[src/rtl/taillight_decoder.sv]
// ---------------------------------------------------------------------------
// taillight_decoder
//
// Receiving-side monitor for the six-lamp tail-light interface. On every
// sample_en strobe both lamp triplets are decoded back to a sweep step
// (0..3), the step sequence is validated, completed sweeps (3 -> 0) are
// counted and illegal patterns / transitions are reported through a sticky
// error flag plus a cause code.
//
// Optional build feature (macro TLDEC_STALL_CHECK_EN):
//   when defined, a per-side hold counter flags a nonzero step that repeats
//   for more than HOLD_MAX consecutive samples (error code 11).
//
// Parameters
//   CNT_W     width of each saturating completed-sweep counter
//   HOLD_MAX  longest allowed run of repeated nonzero steps (stall check only)
//
// Ports
//   clk                          system clock
//   reset                        asynchronous, active-high reset
//   sample_en                    lamp lines valid, sample them this edge
//   LA, LB, LC / RA, RB, RC      left / right lamps, A lights first
//   clear_err                    synchronous clear of both sticky errors
//   left_step,  right_step       decoded step of the last accepted sample
//   left_active, right_active    decoded step is nonzero
//   left_done,  right_done       one-cycle pulse on a completed sweep
//   left_count, right_count      completed sweeps, saturating
//   left_err,   right_err        sticky error flags
//   left_err_code, right_err_code  01 pattern, 10 transition, 11 stall
// ---------------------------------------------------------------------------
module taillight_decoder #(
  parameter int CNT_W    = 8,
  parameter int HOLD_MAX = 2
) (
  input  logic             clk,
  input  logic             reset,
  input  logic             sample_en,
  input  logic             LA,
  input  logic             LB,
  input  logic             LC,
  input  logic             RA,
  input  logic             RB,
  input  logic             RC,
  input  logic             clear_err,
  output logic [1:0]       left_step,
  output logic [1:0]       right_step,
  output logic             left_active,
  output logic             right_active,
  output logic             left_done,
  output logic             right_done,
  output logic [CNT_W-1:0] left_count,
  output logic [CNT_W-1:0] right_count,
  output logic             left_err,
  output logic             right_err,
  output logic [1:0]       left_err_code,
  output logic [1:0]       right_err_code
);

  localparam logic [1:0] ERR_PATTERN = 2'b01;
  localparam logic [1:0] ERR_TRANS   = 2'b10;
  localparam logic [1:0] ERR_STALL   = 2'b11;

  // Returns {valid, step}; thermometer codes are the only legal patterns.
  function automatic logic [2:0] f_decode(input logic [2:0] code);
    logic [2:0] res;
    case (code)
      3'b000:  res = 3'b1_00;
      3'b001:  res = 3'b1_01;
      3'b011:  res = 3'b1_10;
      3'b111:  res = 3'b1_11;
      default: res = 3'b0_00;
    endcase
    return res;
  endfunction

  // Hold, advance by one, or wrap 3 -> 0 (the 2-bit increment wraps for us).
  function automatic logic f_legal_trans(input logic [1:0] p, input logic [1:0] n);
    return (n == p) || (n == 2'(p + 2'd1));
  endfunction

  // Index 0 = left side, index 1 = right side.
  logic [2:0]       w_code     [2];
  logic [2:0]       w_dec      [2];
  logic             w_legal    [2];
  logic             w_stall    [2];

  logic             r_first;
  logic             w_first_nx;
  logic [1:0]       r_step     [2];
  logic [1:0]       w_step_nx  [2];
  logic [CNT_W-1:0] r_count    [2];
  logic [CNT_W-1:0] w_count_nx [2];
  logic             r_done     [2];
  logic             w_done_nx  [2];
  logic             r_err      [2];
  logic             w_err_nx   [2];
  logic [1:0]       r_ecode    [2];
  logic [1:0]       w_ecode_nx [2];

`ifdef TLDEC_STALL_CHECK_EN
  localparam int HOLD_W = $clog2(HOLD_MAX + 2);
  logic [HOLD_W-1:0] r_hold    [2];
  logic [HOLD_W-1:0] w_hold_nx [2];
`endif

  assign w_code[0] = {LC, LB, LA};
  assign w_code[1] = {RC, RB, RA};

  always_comb begin
    w_first_nx = r_first;
    if (sample_en) w_first_nx = 1'b0;

    for (int s = 0; s < 2; s++) begin
      w_dec[s]   = f_decode(w_code[s]);
      w_legal[s] = f_legal_trans(r_step[s], w_dec[s][1:0]);
`ifdef TLDEC_STALL_CHECK_EN
      w_stall[s] = (w_dec[s][1:0] == r_step[s]) && (r_step[s] != 2'd0) &&
                   ((int'(r_hold[s]) + 1) > HOLD_MAX);
      w_hold_nx[s] = r_hold[s];
`else
      // HOLD_MAX only has meaning when the stall check is built in.
      w_stall[s] = (HOLD_MAX < 0);
`endif
      w_step_nx[s]  = r_step[s];
      w_count_nx[s] = r_count[s];
      w_done_nx[s]  = 1'b0;
      w_err_nx[s]   = r_err[s];
      w_ecode_nx[s] = r_ecode[s];

      // Clear first; an error found on the same edge overrides it below.
      if (clear_err) begin
        w_err_nx[s]   = 1'b0;
        w_ecode_nx[s] = 2'b00;
      end

      if (sample_en) begin
        if (!w_dec[s][2]) begin
          w_err_nx[s]   = 1'b1;
          w_ecode_nx[s] = ERR_PATTERN;
          w_step_nx[s]  = 2'd0;
`ifdef TLDEC_STALL_CHECK_EN
          w_hold_nx[s]  = '0;
`endif
        end else if (r_first) begin
          // Nothing to compare against yet: accept any legal step.
          w_step_nx[s]  = w_dec[s][1:0];
`ifdef TLDEC_STALL_CHECK_EN
          w_hold_nx[s]  = '0;
`endif
        end else if (!w_legal[s]) begin
          w_err_nx[s]   = 1'b1;
          w_ecode_nx[s] = ERR_TRANS;
          w_step_nx[s]  = w_dec[s][1:0];
`ifdef TLDEC_STALL_CHECK_EN
          w_hold_nx[s]  = '0;
`endif
        end else if (w_stall[s]) begin
          w_err_nx[s]   = 1'b1;
          w_ecode_nx[s] = ERR_STALL;
          w_step_nx[s]  = w_dec[s][1:0];
`ifdef TLDEC_STALL_CHECK_EN
          w_hold_nx[s]  = '0;
`endif
        end else begin
          w_step_nx[s] = w_dec[s][1:0];
          if (r_step[s] == 2'd3 && w_dec[s][1:0] == 2'd0) begin
            w_done_nx[s] = 1'b1;
            if (r_count[s] != {CNT_W{1'b1}}) w_count_nx[s] = r_count[s] + 1'b1;
          end
`ifdef TLDEC_STALL_CHECK_EN
          // Only repeats of a lit step accumulate; any change restarts the run.
          if (w_dec[s][1:0] == r_step[s] && r_step[s] != 2'd0)
            w_hold_nx[s] = r_hold[s] + 1'b1;
          else
            w_hold_nx[s] = '0;
`endif
        end
      end
    end
  end

  always_ff @(posedge clk or posedge reset) begin
    if (reset) begin
      r_first <= 1'b1;
      for (int s = 0; s < 2; s++) begin
        r_step[s]  <= 2'd0;
        r_count[s] <= '0;
        r_done[s]  <= 1'b0;
        r_err[s]   <= 1'b0;
        r_ecode[s] <= 2'b00;
`ifdef TLDEC_STALL_CHECK_EN
        r_hold[s]  <= '0;
`endif
      end
    end else begin
      r_first <= w_first_nx;
      for (int s = 0; s < 2; s++) begin
        r_step[s]  <= w_step_nx[s];
        r_count[s] <= w_count_nx[s];
        r_done[s]  <= w_done_nx[s];
        r_err[s]   <= w_err_nx[s];
        r_ecode[s] <= w_ecode_nx[s];
`ifdef TLDEC_STALL_CHECK_EN
        r_hold[s]  <= w_hold_nx[s];
`endif
      end
    end
  end

  assign left_step      = r_step[0];
  assign right_step     = r_step[1];
  assign left_active    = (r_step[0] != 2'd0);
  assign right_active   = (r_step[1] != 2'd0);
  assign left_done      = r_done[0];
  assign right_done     = r_done[1];
  assign left_count     = r_count[0];
  assign right_count    = r_count[1];
  assign left_err       = r_err[0];
  assign right_err      = r_err[1];
  assign left_err_code  = r_ecode[0];
  assign right_err_code = r_ecode[1];

endmodule
[config.mk]
export PLATFORM = sky130hd
export DESIGN_NAME = taillight_decoder
export DESIGN_NICKNAME = d
export VERILOG_FILES = /design/src/rtl/taillight_decoder.sv
export SDC_FILE = /design/constraint.sdc
export NUM_CORES = 1
export LEC_CHECK = 0
export ABC_AREA = 1
export ABC_CLOCK_PERIOD_IN_PS = 2200
export BUFFER_PORTS_ARGS = -buffer_cell sky130_fd_sc_hd__buf_2
export CORE_ASPECT_RATIO = 1.2
export CORE_MARGIN = 1
export CORE_UTILIZATION = 55
export DETAILED_ROUTE_END_ITERATION = 6
export GPL_TIMING_DRIVEN = 1
export PLACE_DENSITY_LB_ADDON = 0.25
export RECOVER_POWER = 100
export SETUP_SLACK_MARGIN = 0.02
export SYNTH_ARGS = -nofsm -noshare
export SYNTH_HDL_FRONTEND = slang
export SYNTH_SLANG_ARGS = --single-unit
[constraint.sdc]
create_clock -name clk -period 2.2 [get_ports clk]
set_input_delay 0.44 -clock clk [delete_from_list [all_inputs] [get_ports clk]]
set_output_delay 0.44 -clock clk [all_outputs]
set_load 0.02 [all_outputs]
==> After elaboration in Yosys (flattened, before gate mapping) <==
Index checks and enable logic that the tools add are counted.
W data, S select, Z words.
{ "word_totals": {"ff_bits": 29, "output_inout_bits": 30} }
{ "classes": {"addsub": 4, "n_eq_ne": 14, "muxes": 34, "bitwise_logic": 1, "reduce_logical": 12} }
{ "ops": {"columns": ["cell", "count"], "rows": [
  ["$mux W2", 12],
  ["$pmux W3 S4", 2],
  ["$mux W1", 20],
  ["$add A8 B1 Y8 const B", 2],
  ["$ne A8 B8 Y1 const B", 2],
  ["$reduce_and A6 Y1", 2],
  ["$eq A2 B2 Y1", 4],
  ["$eq A3 B1 Y1 const B", 2],
  ["$eq A3 B2 Y1 const B", 2],
  ["$eq A3 B3 Y1 const B", 2],
  ["$logic_not A3 Y1", 2],
  ["$add A2 B1 Y2 const B", 2],
  ["$eq A2 B2 Y1 const B", 2],
  ["$logic_not A2 Y1", 2],
  ["$reduce_bool A2 Y1", 2],
  ["$logic_and A1 B1 Y1", 2],
  ["$logic_or A1 B1 Y1", 2],
  ["$not A1 Y1", 1]
]} }

==> Depth between registers and ports, before layout <==
{ "logic_depth": {"word_depth": 9, "depth_mapped": 9, "ltp_nobuf": 9} }

==> Least setup slack after synthesis <==
OpenSTA, ideal clock, no wires.
{ "synth_path": {"kind": "register -> register", "from": "register r_step (netlist bit right_step[0])", "to": "register r_count (netlist bit right_count[2])", "arrival_time_ns": 1.541, "t_required_ns": 2.082, "slack_ns": 0.541, "path_stages_with_launch": 9, "n_path_buf": 0, "path_cell_list": "dfrtp_1 > inv_1 > ha_1 > xor2_1 > nand3_1 > nand2_4 > nand3_4 > nand2_1 > nand2_1"} }
{ "synth_via": {"elab_chain_cells": 4, "word_cells_on_any_way": 7} }
{ "synth_rtl": {"columns": ["item", "line_no", "source"], "rows": [
  ["from (decl)", "89", "logic [1:0] r_step [2];"],
  ["from (signal, indexed assignment)", "198", "r_step[s] <= w_step_nx[s];"],
  ["$add A2 B1 Y2", "78", "return (n == p) || (n == 2'(p + 2'd1));"],
  ["$eq A2 B2 Y1", "78", null],
  ["$logic_or A1 B1 Y1", "78", null],
  ["$reduce_and A6 Y1 (no source line) (*)", null, null],
  ["to (signal, indexed assignment)", "199", "r_count[s] <= w_count_nx[s];"],
  ["to (decl)", "91", "logic [CNT_W-1:0] r_count [2];"]
]} }
Every way passes the cells marked *; elsewhere a longest branch is shown, timed or not.
A chain may end at the register's enable or synchronous reset.

==> Final worst setup path <==
{ "layout_path": {"from": "register r_step (netlist bit left_step[0])", "to": "register r_count (netlist bit left_count[6])"} }
Same word-level chain as after synthesis.

==> impl_metrics.ini <==
[run_status]
outcome = finished, violations left
violations = capacitance limit, slew limit

[final_layout]
drive_above_1_share_pct = 13.2
antenna_cells = 0
finalNonFillerCells = 302
n_fill_cell = 292
area_growth_pct = 14.2
layout.nets = 282

[critical_path]
critPathTopFamily = simple AND/OR/NAND/NOR gates
crit_top_cell = nand2_1
path_class = flop to flop
path_cells = inv_1 -> ha_1 -> xor2_1 -> nand3_1 -> nand2_1 -> nand3_4 -> nand2_1 -> nand2_1
slowest_delay_ns = 0.41
required_ns = 2.42
crit_buf_inv = 1
cp_max_fo = 10
r2r_cells = 8
cp.depth = 8
worst_setup_path_end_kind = flop
cp-start-kind = flop
arrival_ns = 2.05
cpMaxStageDelayCell = dfrtp_1

[place]
post-place-ws_ns = 0.533
place_congestion = 0.751
dpl.hpwl_um = 2740
portBuffers = 39
dp_cells = 295

[routing]
dr.first_iter.drc_count = 35
drc = 0
viasPerCell = 5.34
wl_per_cell_um = 12.3
wirelength_um = 3720
first_pass_iters = 4
num_vias = 1612
ant_nets = 0

[yosys]
synth_edf_count = 0
async_reset_ff_share_pct = 100
synth_common_cells = nand2_1, dfrtp_1, nand3_1, inv_1, nand4_1
syn_area_um2 = 1780
synth.largest_area_cell = dfrtp_1
syn_nets = 235
yosys_warnings = 0
syn_area_per_cell_um2 = 8.11
yosysUniqueCellTypes = 22
ys_ff_latch = 29
yosysSeqAreaShare_pct = 40.9
synth_top_cell_area_share_pct = 39.4
yosys.cell_count.top_type = nand2_1
synthCells = 219
ys_top_cells_by_area = dfrtp_1, nand2_1, nand4_1
ys.flop_type = dfrtp_1

[die]
die-area_um2 = 3460
dieWidth_um = 53.9
die_y_um = 64.3
core_um2 = 3060
ioPinCount = 40
initial_core_util_pct = 58.1
placement_rows = 22

[power_and_ir_drop]
p_switching_w = 0.000401
ir_worst_vdd_v = 0.000493
power.density_nw_per_um2 = 588
pwr-share-seq_pct = 50.1
power.share.combinational_pct = 22.4
leakage_nw = 1.03
power.internal_w = 0.000791
p_clk_share_pct = 27.5
sw_frac_of_total_pct = 33.7

[timing]
tightest_slew_ns = 1.58
setup_tns_ns = 0
rsz0062_at_grt = false
fin_ws_ns = 0.364
relSlewSlack_pct = -5.43
fin_hold_ws_ns = 0.320
setup_viol = 0
skew_ns = 0.00538
hold_viol_final = 0
fin_crit_ns = 1.84
fmax_mhz = 545
post-route-period-util_pct = 83.4
slew_viol_final = 30

[clock_network]
cts_inserted_buffers = 5
root_buffer = clkbuf_4
cts_setup_buffers = 0
cts_buffer_depth = 2
postCtsResizedCells = 0
clk_latency_ns = 0.32
cts_tree = yes
numClockSinks = 29
h-tree-depth = 2
cts_hold_buf = 0
cts.clk_slew.worst_paths_ns = 0.09

[worst_hold_path]
hp-class = input port to flop
hold_path_depth = 2

[run]
max-cap-violations = 1

[global_route]
grt_usage_pct = 24.9
grt_pass1_vias = 1526
antenna_found_initial = 0
grt_max_degree = 30
overflow = 0
grt_pass1_wl_um = 6370
## stage by stage
stage / utilization (%) / instance area (um2) / power, W
after detailed placement: 66.3 / 2020 / 0.000890
final: 66.4 / 2030 / 0.00119
after floorplan: - / 1780 / 0.000801
after CTS: 68.1 / 2080 / 0.00122
after global routing: 66.4 / 2030 / 0.00125
after global placement: 66.3 / 2020 / 0.000881
## state kept, by name (all words and copies together), names as in the netlist
name	count
left_count	8
right_count	8
left_err_code	2
left_step	2
right_err_code	2
right_step	2
left_done	1
left_err	1
r_first	1
right_done	1
right_err	1
## power by group through the flow
stage	logic (W)	registers [W]	clock network (W)
finish	0.000268	0.000597	0.000328
floorplan	0.000159	0.000642	0
global route	0.000299	0.000602	0.000353
detailed placement	0.000285	0.000606	0
global placement	0.000277	0.000604	0
CTS	0.000286	0.000596	0.000342
## worst paths after layout
check	start	endpoint	slack, ns
max in group asynchronous	reset	right_count[1]	0.64
worst min-delay path	sample_en	r_first	0.32
worst max register to register	left_step[0]	left_count[6]	0.36
worst max-delay path	left_step[0]	left_count[6]	0.36
min in group asynchronous	reset	right_count[7]	0.65
worst min register to register	r_first	r_first	0.49
## cell type report
class	instances	area, um2	area share [%]
Sequential cell	29	727	35.8
Tap cell	36	45.0	2.22
Multi-Input combinational cell	165	948	46.7
Inverter	25	93.8	4.62
Clock buffer	7	55.1	2.71
Timing Repair Buffer	40	160	7.89
## metal layers
metal  track usage [%]  share of wire [%]
met5                 0                  0
met4              11.2                2.2
met3              4.52                3.8
met2              40.0                 48
met1              31.4                 46
## placed cells by master, fill, tap and decap left out
cell / netlist / routed
xnor2_1: 4 / 4
ha_1: 6 / 6
nand4_2: 1 / 1
a21oi_1: 2 / 2
inv_1: 21 / 21
nand2_2: 4 / 4
nand3_2: 3 / 3
dfrtp_1: 28 / 28
nand4_1: 20 / 20
clkbuf_8: 0 / 1
inv_2: 4 / 4
nand2_4: 2 / 1
nand3b_1: 2 / 2
nor2_2: 1 / 1
nor2_4: 3 / 3
nand3_4: 2 / 2
nand2_1: 68 / 69
nand3_1: 23 / 23
buf_2: 0 / 8
a21oi_4: 2 / 2
dfstp_1: 0 / 1
nor2_1: 10 / 10
clkbuf_1: 0 / 33
xor2_1: 8 / 8
o21ai_0: 4 / 4
clkbuf_4: 0 / 5
## worst reg2reg max path: stages, from the launching register on
cell     delay (ns)
dfrtp_1        0.41
inv_1          0.11
ha_1           0.31
xor2_1         0.15
nand3_1        0.13
nand2_1        0.30
nand3_4        0.17
nand2_1        0.10
nand2_1        0.05
## kinds of logic after synthesis
kind of cell,count (synthesis),share of synthesized area (%)
and+or+nand+nor,139,40.1
AOI/OAI and AO/OA,8,3.52
buffers and inverters,25,5.28
DFF,29,40.9
xor gates and xnor gates,12,5.92
adders and majority gates,6,4.23
No activity file was read; power rests on OpenSTA's default activity.
